$ cat src/rtl/microwave_countdown_timer.sv
// ============================================================================
// microwave_countdown_timer : keypad-loaded MM:SS BCD countdown, stops at 00:00
// Revision 1.0 - initial release
// ============================================================================
`timescale 1ns/1ps
`default_nettype none

module microwave_countdown_timer #(
  parameter int TICKS_PER_SEC = 100
) (
  input  logic       clk,
  input  logic       clear,
  input  logic [3:0] digit_in,
  input  logic       digit_valid,
  input  logic       start,
  input  logic       stop,
  input  logic       cancel,
  output logic [3:0] min_tens,
  output logic [3:0] min_ones,
  output logic [3:0] sec_tens,
  output logic [3:0] sec_ones,
  output logic       running,
  output logic       paused,
  output logic       done
);

  localparam int            PW         = (TICKS_PER_SEC > 1) ? $clog2(TICKS_PER_SEC) : 1;
  localparam logic [PW-1:0] PRESC_LAST = PW'(TICKS_PER_SEC - 1);

  typedef enum logic [1:0] {
    S_IDLE  = 2'd0,
    S_RUN   = 2'd1,
    S_PAUSE = 2'd2
  } state_e;

  state_e        state_q, state_d;
  logic [3:0]    mt_q, mo_q, st_q, so_q;
  logic [3:0]    mt_d, mo_d, st_d, so_d;
  logic [PW-1:0] presc_q, presc_d;
  logic          done_q, done_d;

  logic [3:0]    dec_mt, dec_mo, dec_st, dec_so;
  logic          b_so, b_st, b_mo;
  logic          dec_zero, time_nonzero, advance;

  // One-second decrement with borrow ripple; seconds tens wraps to 5.
  always_comb begin
    dec_so = so_q - 4'd1;
    b_so   = 1'b0;
    if (so_q == 4'd0) begin
      dec_so = 4'd9;
      b_so   = 1'b1;
    end
    dec_st = st_q;
    b_st   = 1'b0;
    if (b_so) begin
      if (st_q == 4'd0) begin
        dec_st = 4'd5;
        b_st   = 1'b1;
      end else begin
        dec_st = st_q - 4'd1;
      end
    end
    dec_mo = mo_q;
    b_mo   = 1'b0;
    if (b_st) begin
      if (mo_q == 4'd0) begin
        dec_mo = 4'd9;
        b_mo   = 1'b1;
      end else begin
        dec_mo = mo_q - 4'd1;
      end
    end
    dec_mt   = b_mo ? (mt_q - 4'd1) : mt_q;
    dec_zero = ({dec_mt, dec_mo, dec_st, dec_so} == 16'h0000);
  end

  assign time_nonzero = ({mt_q, mo_q, st_q, so_q} != 16'h0000);

  always_comb begin
    state_d = state_q;
    mt_d    = mt_q;
    mo_d    = mo_q;
    st_d    = st_q;
    so_d    = so_q;
    presc_d = presc_q;
    done_d  = 1'b0;
    advance = 1'b0;

    if (cancel) begin
      state_d = S_IDLE;
      {mt_d, mo_d, st_d, so_d} = 16'h0000;
      presc_d = '0;
    end else if (stop) begin
      if (state_q == S_RUN) state_d = S_PAUSE;
    end else begin
      case (state_q)
        S_IDLE: begin
          if (start) begin
            if (time_nonzero) begin
              state_d = S_RUN;
              presc_d = '0;
            end
          end else if (digit_valid && (digit_in <= 4'd9)) begin
            {mt_d, mo_d, st_d, so_d} = {mo_q, st_q, so_q, digit_in};
          end
        end
        S_RUN:   advance = 1'b1;
        S_PAUSE: begin
          // The resume edge counts as a RUN cycle so paused time is excluded exactly.
          if (start) begin
            state_d = S_RUN;
            advance = 1'b1;
          end
        end
        default: state_d = S_IDLE;
      endcase

      if (advance) begin
        if (presc_q == PRESC_LAST) begin
          presc_d = '0;
          {mt_d, mo_d, st_d, so_d} = {dec_mt, dec_mo, dec_st, dec_so};
          if (dec_zero) begin
            state_d = S_IDLE;
            done_d  = 1'b1;
          end
        end else begin
          presc_d = presc_q + 1'b1;
        end
      end
    end
  end

  always_ff @(posedge clk or posedge clear) begin
    if (clear) begin
      state_q <= S_IDLE;
      mt_q    <= 4'd0;
      mo_q    <= 4'd0;
      st_q    <= 4'd0;
      so_q    <= 4'd0;
      presc_q <= '0;
      done_q  <= 1'b0;
    end else begin
      state_q <= state_d;
      mt_q    <= mt_d;
      mo_q    <= mo_d;
      st_q    <= st_d;
      so_q    <= so_d;
      presc_q <= presc_d;
      done_q  <= done_d;
    end
  end

  assign min_tens = mt_q;
  assign min_ones = mo_q;
  assign sec_tens = st_q;
  assign sec_ones = so_q;
  assign running  = (state_q == S_RUN);
  assign paused   = (state_q == S_PAUSE);
  assign done     = done_q;

endmodule

`default_nettype wire

$ cat config.mk
export PLATFORM = sky130hd
export DESIGN_NAME = microwave_countdown_timer
export DESIGN_NICKNAME = d
export VERILOG_FILES = /design/src/rtl/microwave_countdown_timer.sv
export SDC_FILE = /design/constraint.sdc
export NUM_CORES = 1
export LEC_CHECK = 0
export ABC_AREA = 1
export CAP_MARGIN = 0
export CORE_UTILIZATION = 59
export DETAILED_ROUTE_END_ITERATION = 8
export PLACE_DENSITY_LB_ADDON = 0.05
export SLEW_MARGIN = 20
export SYNTH_ARGS = -nofsm -noshare
export SYNTH_HDL_FRONTEND = slang
export SYNTH_SLANG_ARGS = --single-unit
$ cat constraint.sdc
create_clock -name clk -period 2.75 [get_ports clk]
set_input_delay 0.55 -clock clk [delete_from_list [all_inputs] [get_ports clk]]
set_output_delay 0.55 -clock clk [all_outputs]
set_load 0.01 [all_outputs]
Word-level counts from Yosys, hierarchy flattened. Index checks and enable logic that the tools add are counted. Widths: inputs -> output; s select.

Bits in registers: 26. Input bits: 10. Output and inout bits: 19.

Add/subtract/negate cells: 5. Magnitude comparators: 1. Eq/ne operators: 5. Muxes and demuxes: 65. Reductions and logical operators: 11.

Operators with widths (number): $mux 4 (34); $mux 7 (7); $mux 2 (9); $logic_not 16->1 (1); $reduce_bool 16->1 (1); $sub 4x1->4 const B (4); $mux 1 (13); $logic_not 4->1 (3); $reduce_bool 3->1 (3); $add 7x1->7 const B (1); $eq 7x7->1 const B (1); $pmux 2 s3 (1); $le 4x4->1 const B (1); $reduce_and 4->1 (1); $ne 3x1->1 const B (1); $eq 2x1->1 const B (1); $eq 2x2->1 const B (1); $logic_not 2->1 (1); $ne 2x1->1 const B (1); $pmux 1 s2 (1); $logic_and 1x1->1 (1).

Logic depth before layout (Yosys ltp).
Depth after elaboration: 11. Mapped depth: 13. Depth with buffers taken out: 13.

Least setup slack after synthesis. No wires, ideal clock.

Kind: register -> register. Start: reg state_q[0]. End: reg so_q[3] (netlist: sec_ones[3]). Library setup time: 0.131 ns. Arrival time: 1.695 ns. Setup slack: 0.924 ns. Stages on the path, launching flop included: 11. Path buffers: 1. Clock period less this slack: 1.826 ns. Path through: dfrtp_1 inv_1 ha_1 nand2_1 nand2_1 nand2_1 nor2_1 clkbuf_1 a31oi_1 o21ai_0 o21ai_0.

Longest elaborated chain between the ends: 7. Elaborated cells between the ends (all ways): 11.

Ends and longest elaborated chain: start, declared (RTL line 36) `state_e state_q, state_d;`; start signal, assigned (RTL line 144) `state_q <= state_d;`; $eq 2x2->1; named net paused (RTL line 23) `output logic paused,`; $pmux 1 s2 (RTL line 97) `case (state_q)`; $mux 1 (RTL line 94) `end else if (stop) begin`; $mux 1 (RTL line 90) `if (cancel) begin`; $mux 4 (RTL line 119) `if (advance) begin`; $mux 4 (RTL line 94); $mux 4 (RTL line 90); end signal, assigned (RTL line 140) `so_q <= 4'd0;`; end signal, assigned (RTL line 148) `so_q <= so_d;`; end, declared (RTL line 37) `logic [3:0] mt_q, mo_q, st_q, so_q;`.

The timed path passes the listed nets, and every way through them passes these cells. The select of a mux whose other input is x is not followed. A chain may end at the register's enable or synchronous reset.

Worst setup path in the final report.
Start: reg state_q[1]. End: out running.

Longest elaborated chain between the ends: 1.

Ends and longest elaborated chain: $eq 2x1->1 (RTL line 158) `assign running = (state_q == S_RUN);`; end, declared (RTL line 22) `output logic running,`.

No other way between the ends.

==> flow_summary.json <==
{
  "final_cell_mix": "nand2_1, inv_1, nor2_1, o21ai_0, clkdlybuf4s50_1",
  "drt-met1-wl_mm": 2.30,
  "diodes": 0,
  "cts_hold_buf": 0,
  "r2r_start": "state_q[0]$_DFFE_PP0P_",
  "leakagePower_nw": 1.11,
  "cp-end-kind": "output port",
  "tritoncts": "built",
  "crit_chain": "inv_1, ha_1, clkdlybuf4s50_1",
  "outcome": "finished, final reports clean",
  "wl_mm": 4.91,
  "fin_crit_sh_pct": 80.9,
  "hp-class": "input pin to asynchronous set/reset pin",
  "cts.path.max_buffers": 2,
  "dr.pass1.iters": 5,
  "slew_violations": 0,
  "synth_area_per_cell_sq_um": 6.89,
  "start_kind": "flip-flop",
  "period_minus_slack_ns": 2.22,
  "hpwl_mm": 3.55,
  "slowest_stage": "clkdlybuf4s50_1",
  "dieArea_sq_um": 3670,
  "final_util_pct": 76.2,
  "grt_pass1_vias": 1733,
  "die_y_um": 60.6,
  "p_per_area_nw_per_um2": 354,
  "critical-path-top-delay-family": "buffers and inverters",
  "r2r_slack_ns": 0.55,
  "ys_warn_count": 0,
  "ys_seq_elements": 26,
  "route.detailed.drc": 0,
  "grt_pass1_wl_mm": 7.98,
  "io_buffer_count": 28,
  "cts_root_buf": "clkbuf_4",
  "cp_num_buf_inv": 2,
  "r2r_end": "min_ones[3]$_DFFE_PP0N_",
  "drt_iter0_markers": 177,
  "post_cts_buffers": 0,
  "route.vias.total": 2037,
  "synthTopCellsByArea": "dfrtp_1, nand2_1, o21ai_0",
  "fin_tns_setup_ns": 0,
  "grtUsageTotal_pct": 29.2,
  "cts_buffers": 3,
  "nNetsFinal": 341,
  "drive_above_1_share_pct": 8.36,
  "drtAntennaViolNets": 0,
  "routabilityCongestion": 0.898,
  "multiInputGateArea_sq_um": 1180,
  "skew_ns": 0.00871,
  "reg2reg_depth": 10,
  "seq_area_sq_um": 651,
  "cts.sinks": 26,
  "layout_commonest_cell": "nand2_1",
  "critPathMaxFanout": 5,
  "rows": 20,
  "clock_latency_ns": 0.34,
  "antenna_found_initial": 0,
  "cts_resized": 0,
  "hold_viol_final": 0,
  "yosysSeqAreaShare_pct": 32.1,
  "synth_top_area_share_pct": 32.1,
  "start_util_pct": 64.2,
  "grt_max_degree": 27,
  "rsz0062_at_grt": "no",
  "slew_headroom_pct": 62.8,
  "area_growth_syn_to_layout_pct": 18.6,
  "arrival_ns": 1.67,
  "wl_per_cell_um": 13.4,
  "drv_cap": 0,
  "peakVddDrop_v": 0.000242,
  "io-pin-count": 29,
  "cp_slowest_stage_delay_ns": 0.56,
  "via_per_inst": 5.55,
  "setup_viol": 0,
  "top_layer_used": "met4",
  "cp.required_ns": 2.20,
  "ys_types": 32,
  "tightest_slew_ns": 0.558,
  "fmax_mhz": 449,
  "h-tree-depth": 1,
  "critical_path_class": "flip-flop to output port",
  "syn_area_sq_um": 2020,
  "die-width_um": 60.6,
  "synthCells": 294,
  "synth_top_area_cell": "dfrtp_1",
  "path_clk_slew_ns": 0.16,
  "wl_met3_um": 292,
  "gr-total-overflow": 0,
  "dr_wl_met2_mm": 2.28,
  "coreArea_sq_um": 3150,
  "syn-num-nets": 311,
  "fillers": 259
}
[logic make-up (layout without fill, tap and decap cells)]
logic type               count (synthesis)  after routing  synth area share [%]
AO/OA/AOI/OAI                           69             69                  20.3
XOR/XNOR                                 4              4                  1.73
adder cells (fa/ha/maj)                  7              7                  4.33
buffers and inverters                   47             76                  9.64
flip-flops                              26             26                  32.1
AND/OR/NAND/NOR                        141            141                  31.9
[power breakdown]
part | switching [W] | internal [W] | leakage [nW]
Combinational | 0.000113 | 0.0000650 | 0.717
Sequential | 0.00000883 | 0.000388 | 0.362
Clock | 0.000127 | 0.000148 | 0.0279
Total | 0.000250 | 0.000601 | 1.11
[final cells by class]
class / instances / area share, %
multi-input cells: 221 / 49.1
clock buffers: 3 / 0.938
well taps: 44 / 2.29
flip-flops and latches: 26 / 27.1
inverters: 39 / 6.10
clock inverters: 1 / 1.25
repair buffers: 33 / 13.2
[synth_stat cells]
cell type / n
a21boi_0: 1
ha_1: 7
dfrtp_1: 26
nor2_2: 1
nand3_1: 20
xor2_1: 4
inv_1: 38
o221ai_1: 5
nor2_1: 33
nand2_4: 3
nand3b_1: 1
nor2_8: 1
inv_2: 1
and3_1: 1
nor2_4: 2
a31o_2: 1
nor3_1: 3
nand2_2: 5
a31oi_1: 1
a21oi_1: 8
buf_2: 2
clkbuf_1: 5
o22ai_1: 3
buf_12: 1
nand4_1: 5
o211ai_1: 6
o21ai_2: 4
a211oi_1: 1
o21ai_1: 5
o21ai_0: 33
o31ai_1: 1
nand2_1: 66
[worst min-delay path, stage by stage]
cell and delay [ns]:
clkdlybuf4s50_1 0.39, inv_1 0.05, buf_4 0.31
[worst max path at each step]
stage | start | endpoint | slack (ns) | cells past startpoint
floorplan | state_q[0]$_DFFE_PP0P_ | sec_ones[3]$_DFFE_PP0N_ | 0.92 | 10
global placement | start | min_ones[3]$_DFFE_PP0N_ | 0.44 | 9
detailed placement | start | min_ones[3]$_DFFE_PP0N_ | 0.33 | 9
CTS | state_q[0]$_DFFE_PP0P_ | paused | 0.53 | 3
global route | state_q[0]$_DFFE_PP0P_ | min_ones[3]$_DFFE_PP0N_ | 0.33 | 10
finish | state_q[1]$_DFFE_PP0P_ | running | 0.53 | 3
[sequential cells by signal (all words and copies together) (netlist names)]
register	cells
presc_q	7
min_ones	4
min_tens	4
sec_ones	4
sec_tens	4
state_q	2
done	1
[layer usage]
layer / global-route usage (%) / up-vias
li1: - / 1037
met1: 39.3 / 923
met2: 49.9 / 73
met3: 3.20 / 4
met4: 7.79 / 0
met5: 0 / -
[through the flow]
stage	area (sq um)	std cells	setup WS [ns]	power, W	hold slack [ns]
after global routing	2400	367	0.332	0.000888	0.570
after detailed placement	2350	363	0.330	0.000580	0.503
after global placement	2350	363	0.441	0.000579	0.502
after floorplan	2020	294	0.924	0.000531	0.481
after CTS	2400	367	0.529	0.000845	0.539
final	2400	367	0.525	0.000850	0.527
No activity file was read; power rests on OpenSTA's default activity.
